===== src/rtl/dmem_pkg.sv =====
// Shared types for the data-memory arbiter: FSM states, default widths and
// the per-pipe request bundle.
package dmem_pkg;

    localparam int unsigned DMEM_ADDR_W = 9;
    localparam int unsigned DMEM_DATA_W = 16;

    typedef enum logic [2:0] {
        IDLE,
        ISS0,
        WT0,
        ISS1,
        WT1,
        DONE
    } dmem_state_t;

    typedef struct packed {
        logic                   req;
        logic                   we;
        logic [DMEM_ADDR_W-1:0] addr;
        logic [DMEM_DATA_W-1:0] wdata;
    } dmem_req_t;

endpackage


===== src/rtl/dmem_arbiter.sv =====
// Serialises the S3 memory accesses of pipes P0 and P1 onto the single-port
// data memory, P0 first, stalling both pipes until the pair has completed.
module dmem_arbiter
    import dmem_pkg::*;
#(
    parameter int unsigned ADDR_W = DMEM_ADDR_W,
    parameter int unsigned DATA_W = DMEM_DATA_W
) (
    input  logic              clk,
    input  logic              rst_n,
    input  logic              p0_req,
    input  logic              p0_we,
    input  logic [ADDR_W-1:0] p0_addr,
    input  logic [DATA_W-1:0] p0_wdata,
    input  logic              p1_req,
    input  logic              p1_we,
    input  logic [ADDR_W-1:0] p1_addr,
    input  logic [DATA_W-1:0] p1_wdata,
    output logic              mem_req,
    output logic              mem_we,
    output logic [ADDR_W-1:0] mem_addr,
    output logic [DATA_W-1:0] mem_wdata,
    input  logic              mem_gnt,
    input  logic              mem_rvalid,
    input  logic [DATA_W-1:0] mem_rdata,
    output logic              mem_stall,
    output logic [DATA_W-1:0] p0_rdata,
    output logic [DATA_W-1:0] p1_rdata
);

    dmem_state_t       state_q, state_d;
    logic              pend1_q, pend1_d;
    logic [DATA_W-1:0] p0_rdata_q, p0_rdata_d;
    logic [DATA_W-1:0] p1_rdata_q, p1_rdata_d;
    dmem_req_t         p0, p1;

    assign p0 = '{req: p0_req, we: p0_we, addr: p0_addr, wdata: p0_wdata};
    assign p1 = '{req: p1_req, we: p1_we, addr: p1_addr, wdata: p1_wdata};

    always_ff @(posedge clk or negedge rst_n) begin
        if (!rst_n) begin
            state_q    <= IDLE;
            pend1_q    <= 1'b0;
            p0_rdata_q <= '0;
            p1_rdata_q <= '0;
        end else begin
            state_q    <= state_d;
            pend1_q    <= pend1_d;
            p0_rdata_q <= p0_rdata_d;
            p1_rdata_q <= p1_rdata_d;
        end
    end

    // Memory-side outputs are decoded from state so reset silences them at once.
    always_comb begin
        state_d    = state_q;
        pend1_d    = pend1_q;
        p0_rdata_d = p0_rdata_q;
        p1_rdata_d = p1_rdata_q;
        mem_req    = 1'b0;
        mem_we     = 1'b0;
        mem_addr   = '0;
        mem_wdata  = '0;
        mem_stall  = 1'b0;

        unique case (state_q)
            IDLE: begin
                mem_stall = p0.req | p1.req;
                if (p0.req) begin
                    state_d = ISS0;
                    pend1_d = p1.req;
                end else if (p1.req) begin
                    state_d = ISS1;
                end
            end
            ISS0: begin
                mem_stall = 1'b1;
                mem_req   = 1'b1;
                mem_we    = p0.we;
                mem_addr  = p0.addr;
                mem_wdata = p0.wdata;
                if (mem_gnt) begin
                    if (p0.we) state_d = pend1_q ? ISS1 : DONE;
                    else       state_d = WT0;
                end
            end
            WT0: begin
                mem_stall = 1'b1;
                if (mem_rvalid) begin
                    p0_rdata_d = mem_rdata;
                    state_d    = pend1_q ? ISS1 : DONE;
                end
            end
            ISS1: begin
                mem_stall = 1'b1;
                mem_req   = 1'b1;
                mem_we    = p1.we;
                mem_addr  = p1.addr;
                mem_wdata = p1.wdata;
                if (mem_gnt) begin
                    if (p1.we) begin
                        state_d = DONE;
                        pend1_d = 1'b0;
                    end else begin
                        state_d = WT1;
                    end
                end
            end
            WT1: begin
                mem_stall = 1'b1;
                if (mem_rvalid) begin
                    p1_rdata_d = mem_rdata;
                    state_d    = DONE;
                    pend1_d    = 1'b0;
                end
            end
            // Requests seen here still belong to the pair that just finished.
            DONE: begin
                state_d = IDLE;
            end
            default: begin
                state_d = IDLE;
            end
        endcase
    end

    assign p0_rdata = p0_rdata_q;
    assign p1_rdata = p1_rdata_q;

endmodule


===== config.mk =====
export PLATFORM = sky130hd
export DESIGN_NAME = dmem_arbiter
export DESIGN_NICKNAME = d
export VERILOG_FILES = /design/src/rtl/dmem_pkg.sv /design/src/rtl/dmem_arbiter.sv
export SDC_FILE = /design/constraint.sdc
export NUM_CORES = 1
export LEC_CHECK = 0
export BUFFER_PORTS_ARGS = -buffer_cell sky130_fd_sc_hd__buf_2
export CAP_MARGIN = 20
export CORE_MARGIN = 4
export CORE_UTILIZATION = 44
export CTS_CLUSTER_SIZE = 10
export DETAILED_ROUTE_END_ITERATION = 6
export PLACE_DENSITY = 0.88
export RECOVER_POWER = 50
export SETUP_SLACK_MARGIN = 0.15
export SYNTH_ARGS = -nofsm -noshare
export SYNTH_HDL_FRONTEND = slang
export SYNTH_SLANG_ARGS = --single-unit

===== constraint.sdc =====
create_clock -name clk -period 4.8 [get_ports clk]
set_clock_uncertainty 0.15 [all_clocks]
set_input_delay 0 -clock clk [delete_from_list [all_inputs] [get_ports clk]]
set_output_delay 0 -clock clk [all_outputs]
set_load 0.03 [all_outputs]

Word-level counts from Yosys, hierarchy flattened
Index checks and enable logic that the tools add are counted.

Add/subtract/negate cells: 0. Multiply operators: 0. Divide/modulo/power cells: 0. $lt $le $gt $ge: 0. Eq/ne operators: 11. Shifts and indexed selects: 0. Multiplexer cells: 20. Bitwise gates (word level): 1. Reduce and logical (&&, ||, !) cells: 8.

Operators with widths (number): $pmux W16 S2 (1); $mux W3 (8); $pmux W9 S2 (1); $pmux W3 S5 (1); $ne A2 B2 Y1 const B (6); $reduce_and A5 Y1 (2); $eq A3 B2 Y1 const B (2); $mux W1 (6); $pmux W1 S2 (2); $reduce_and A2 Y1 (2); $reduce_or A4 Y1 (1); $eq A3 B1 Y1 const B (1); $eq A3 B3 Y1 const B (1); $logic_not A3 Y1 (1); $ne A3 B3 Y1 const B (1); $pmux W1 S3 (1); $reduce_bool A3 Y1 (1); $reduce_or A2 Y1 (1); $or A1 B1 Y1 (1).

Bits in registers: 36. Bits in latches: 0. RAM bits: 0. ROM bits: 0. Input port bits: 74. Output and inout port bits: 60. Logic and storage cells: 44. Memories kept: 0.

Logic depth before layout (Yosys ltp)
Depth after elaboration: 4. Gate-level depth with buffers: 6. Gate-level depth less buffers: 4.

Worst setup path after synthesis
OpenSTA, ideal clock, no wires.

Path type: register to register. Start: register state_q[1]. End: register pend1_q. Setup time: 0.128 ns. Data arrival time: 1.495 ns. Data required time: 4.522 ns. Setup slack: 3.027 ns. Stages on the path, launching flop included: 7. Path buffers: 2. Period minus slack after synthesis: 1.773 ns. Cells stage by stage: dfrtp_1 -> buf_6 -> or2_1 -> buf_6 -> o22a_1 -> o2111ai_2 -> mux2_1.

Longest elaborated chain between the ends: 3. Elaborated cells between the ends (all ways): 10. Those cells by class: eq/ne: 6; mux: 1; reduce/logical: 3.

RTL lines: start, declared (line dmem_arbiter.sv:31) `dmem_state_t state_q, state_d;`; start signal, assigned (line dmem_arbiter.sv:47) `state_q <= state_d;`; $eq A3 B2 Y1 (tied with other cells) (line dmem_arbiter.sv:66) `unique case (state_q)`; $ne A2 B2 Y1 (no line) or $reduce_bool A3 Y1 (tied branches); $reduce_and A5 Y1 (no line); end signal, assigned (line dmem_arbiter.sv:48) `pend1_q <= pend1_d;`; end, declared (line dmem_arbiter.sv:32) `logic pend1_q, pend1_d;`.

Several ways; a longest one is shown, not always the timed one. A chain may end at the register's enable or synchronous reset.

Final worst setup path
Start: register state_q[1]. End: register p0_rdata_q[0], in the netlist p0_rdata[0].

Longest elaborated chain between the ends: 2.

RTL lines: $eq A3 B2 Y1 (line dmem_arbiter.sv:66); $reduce_and A2 Y1 (no line); end signal, assigned (line dmem_arbiter.sv:49) `p0_rdata_q <= p0_rdata_d;`; end, declared (line dmem_arbiter.sv:33) `logic [DATA_W-1:0] p0_rdata_q, p0_rdata_d;`.

No other way between the ends.

==> impl_metrics.csv <==
group,metric,value,unit
outcome,outcome,"finished, violations left",
outcome,violations,"max-capacitance violations, max-slew violations",
critical_path,path_cells,"buf_4, nor4bb_4, mux2_2",
global_routing,grt_pass1_vias,1810,
layout,syn2layout_area_growth,48.6,%
layout,drive_above_1_share,46.2,%
global_routing,grt_usage,19.6,%
sta,max_freq,351,MHz
critical_path,critPathCaptureType,"register",
sta,tightest_slew,1860,ps
critical_path,worst-endpoint-arrival,2870,ps
routing,drt_iter0_drc,54,
place,hpwl,4070,microns
sta,post-route-min-period,2850,ps
pwr,p_leak,1.41,nW
critical_path,cp_max_fo,22,
clock_network,htreeDepth,2,
synthesis,yosysUniqueCellTypes,25,
critical_path,crit_path_start_kind,"register",
layout,diodes,0,
clock_network,path_clk_slew,70,ps
clock_network,cts_tree,"done",
sta,setup_slack,1950,ps
sta,rsz0062_at_grt,"no",
place,placed_cells,336,
global_routing,grt_max_degree,37,
global_routing,gr-total-overflow,0,
place,pre_cts_slack,1930,ps
global_routing,grt_pass1_wl,8250,microns
pwr,powerDensity,710,nW/um^2
synthesis,synth_nets,240,
sta,setup_violations,0,
routing,wl_per_cell,14.8,microns
routing,route.detailed.drc,0,
global_routing,busiest_layer,"met2",
floorplanning,fp.dieH,73.9,microns
layout,final_cells,364,
routing,drt_wl_total,5390,microns
sta,finalHoldViolations,0,
sta,finalCritPeriodShare,59.4,%
clock_network,cts-root-buf,"clkbuf_8",
floorplanning,placementRows,23,
sta,report.final.slew_viol_count,37,
floorplanning,die_area,5460,sq um
floorplanning,die_w,73.9,microns
layout,fin_nets,387,
routing,vias,1810,
global_routing,met3_usage,5.20,%
clock_network,cts_buffer_depth,2,
global_routing,grt_use_met2,35.3,%
place,routabilityCongestion,0.787,
synthesis,ys_seq_area_share,47.1,%
critical_path,required,4820,ps
clock_network,numCtsBuffers,5,
critical_path,crit_slowest_cell,"nor4bb_4",
critical_path,crit_type,"reg2reg",
floorplanning,start_util,46.8,%
synthesis,syn-instance-count,166,
synthesis,syn_area,1910,sq um
place,port_buffers,133,
sta,fin_setup_tns,0,ps
routing,firstDrtPassIters,4,
floorplanning,io_pins,134,
routing,vias_per_cell,4.97,
pwr,vdd_ir_drop_max,0.415,mV
clock_network,cts_sinks,36,
min_path,hold_class,"in2reg",
global_routing,grtUsageMet1,21.1,%
routing,postRouteAntennaNets,0,
flow_run,maxCapViolations,1,
synthesis,synth.avg_cell_area,11.5,sq um
critical_path,critPathMaxStageDelay,900,ps
floorplanning,core_area,4090,sq um
synthesis,yosysWarnings,0,
clock_network,clkLatencyLatePin,280,ps
global_routing,antenna_found_initial,0,
sta,slew-limit-headroom,-24.2,%
synthesis,synth_seq_cells,36,
-- cell type report --
type	count	area (sq um)
inverters	1	3.75
clock inverters	2	10.0
multi-input cells	115	950
clock buffers	6	82.6
repair buffers	154	832
fillers	299	1240
well taps	50	62.6
flip-flops and latches	36	901
-- registers in the layout, indices dropped and copies added (netlist names) --
register  cells
p0_rdata     16
p1_rdata     16
pend1_q       1
state_q       3
-- synthesized netlist by cell type (all sizes together) --
cell      n  area, sq um
a211oi    1         7.51
nand3     1         5.00
nand2     5         18.8
inv       1         3.75
mux2     34          383
dfrtp    36          901
a21oi     4         20.0
nor2     28          105
nor4      1         6.26
nand2b    2         12.5
mux2i    27          270
o2111ai   1         15.0
nor3      1         5.00
o22a      1         8.76
buf      14         87.6
o22ai     1         6.26
nor2b     1         6.26
or2       1         6.26
o21ai     3         15.0
nor4bb    2         20.0
o221ai    1         8.76
-- cells in the final DEF, fill, tap and decap left out, drive strengths merged --
cell type    instances
buf                101
clkbuf              39
dfrtp               36
mux2                34
nor2                28
mux2i               27
dlygate4sd3         20
nand2                5
a21oi                4
o21ai                3
nand2b               2
nor4bb               2
clkinv               2
inv                  1
or2                  1
nor4                 1
nor2b                1
nor3                 1
o221ai               1
o22ai                1
a211oi               1
o22a                 1
nand3                1
o2111ai              1
-- final timing paths --
check	depth (start not counted)	end	slack [ps]	from
setup / recovery	3	p0_rdata[0]	1950	state_q[1]
hold / removal	4	pend1_q	10	p1_req
setup reg to reg	3	p0_rdata[0]	1950	state_q[1]
hold reg to reg	1	pend1_q	350	pend1_q
max in group asynchronous	2	state_q[0]	2810	rst_n
min in group asynchronous	2	p1_rdata[1]	620	rst_n
-- cell families (layout without fill, tap and decap cells) --
logic type	count (synthesis)	count (layout)	share of synthesized area [%]
compound gates	12	12	4.25
simple gates	42	42	9.69
mux	61	61	34.2
flops	36	36	47.1
buf+inv	15	163	4.78
-- where the power goes --
part / internal (mW) / total (mW) / switching (mW) / leakage, nW
clock: 0.114 / 0.220 / 0.105 / 0.0510
combinational: 0.420 / 1.21 / 0.791 / 0.921
sequential: 0.456 / 0.586 / 0.131 / 0.435
-- through the flow --
step	utilization [%]	cell area, sq um	power [mW]	hold slack (ps)
CTS	70.5	2880	2.06	8.30
global route	69.5	2840	2.14	56.4
floorplan	-	1910	1.49	-446
detailed placement	63.4	2590	1.82	-32.8
global placement	63.4	2590	1.79	-35.1
finish	69.5	2840	2.02	12.3
-- critical path, delay by kind of cell (launching register included) --
kind          cells  cell delay, ps
mux               1             430
flops             1             830
simple gates      1             900
buf+inv           1             420
-- per-layer routing --
metal / part of all wire [%] / vias up / wire length, microns
li1: - / 872 / -
met1: 34 / 828 / 1850
met2: 51 / 93 / 2760
met3: 11 / 17 / 576
met4: 3.8 / 0 / 206
met5: 0 / - / 0
-- repair_timing --
item	4_1_cts	5_1_grt
endpoints found under the hold margin	70	0
hold buffers	20	0
buffers inserted	0	0
gates resized for setup	0	0
No activity file was read; power rests on OpenSTA's default activity.
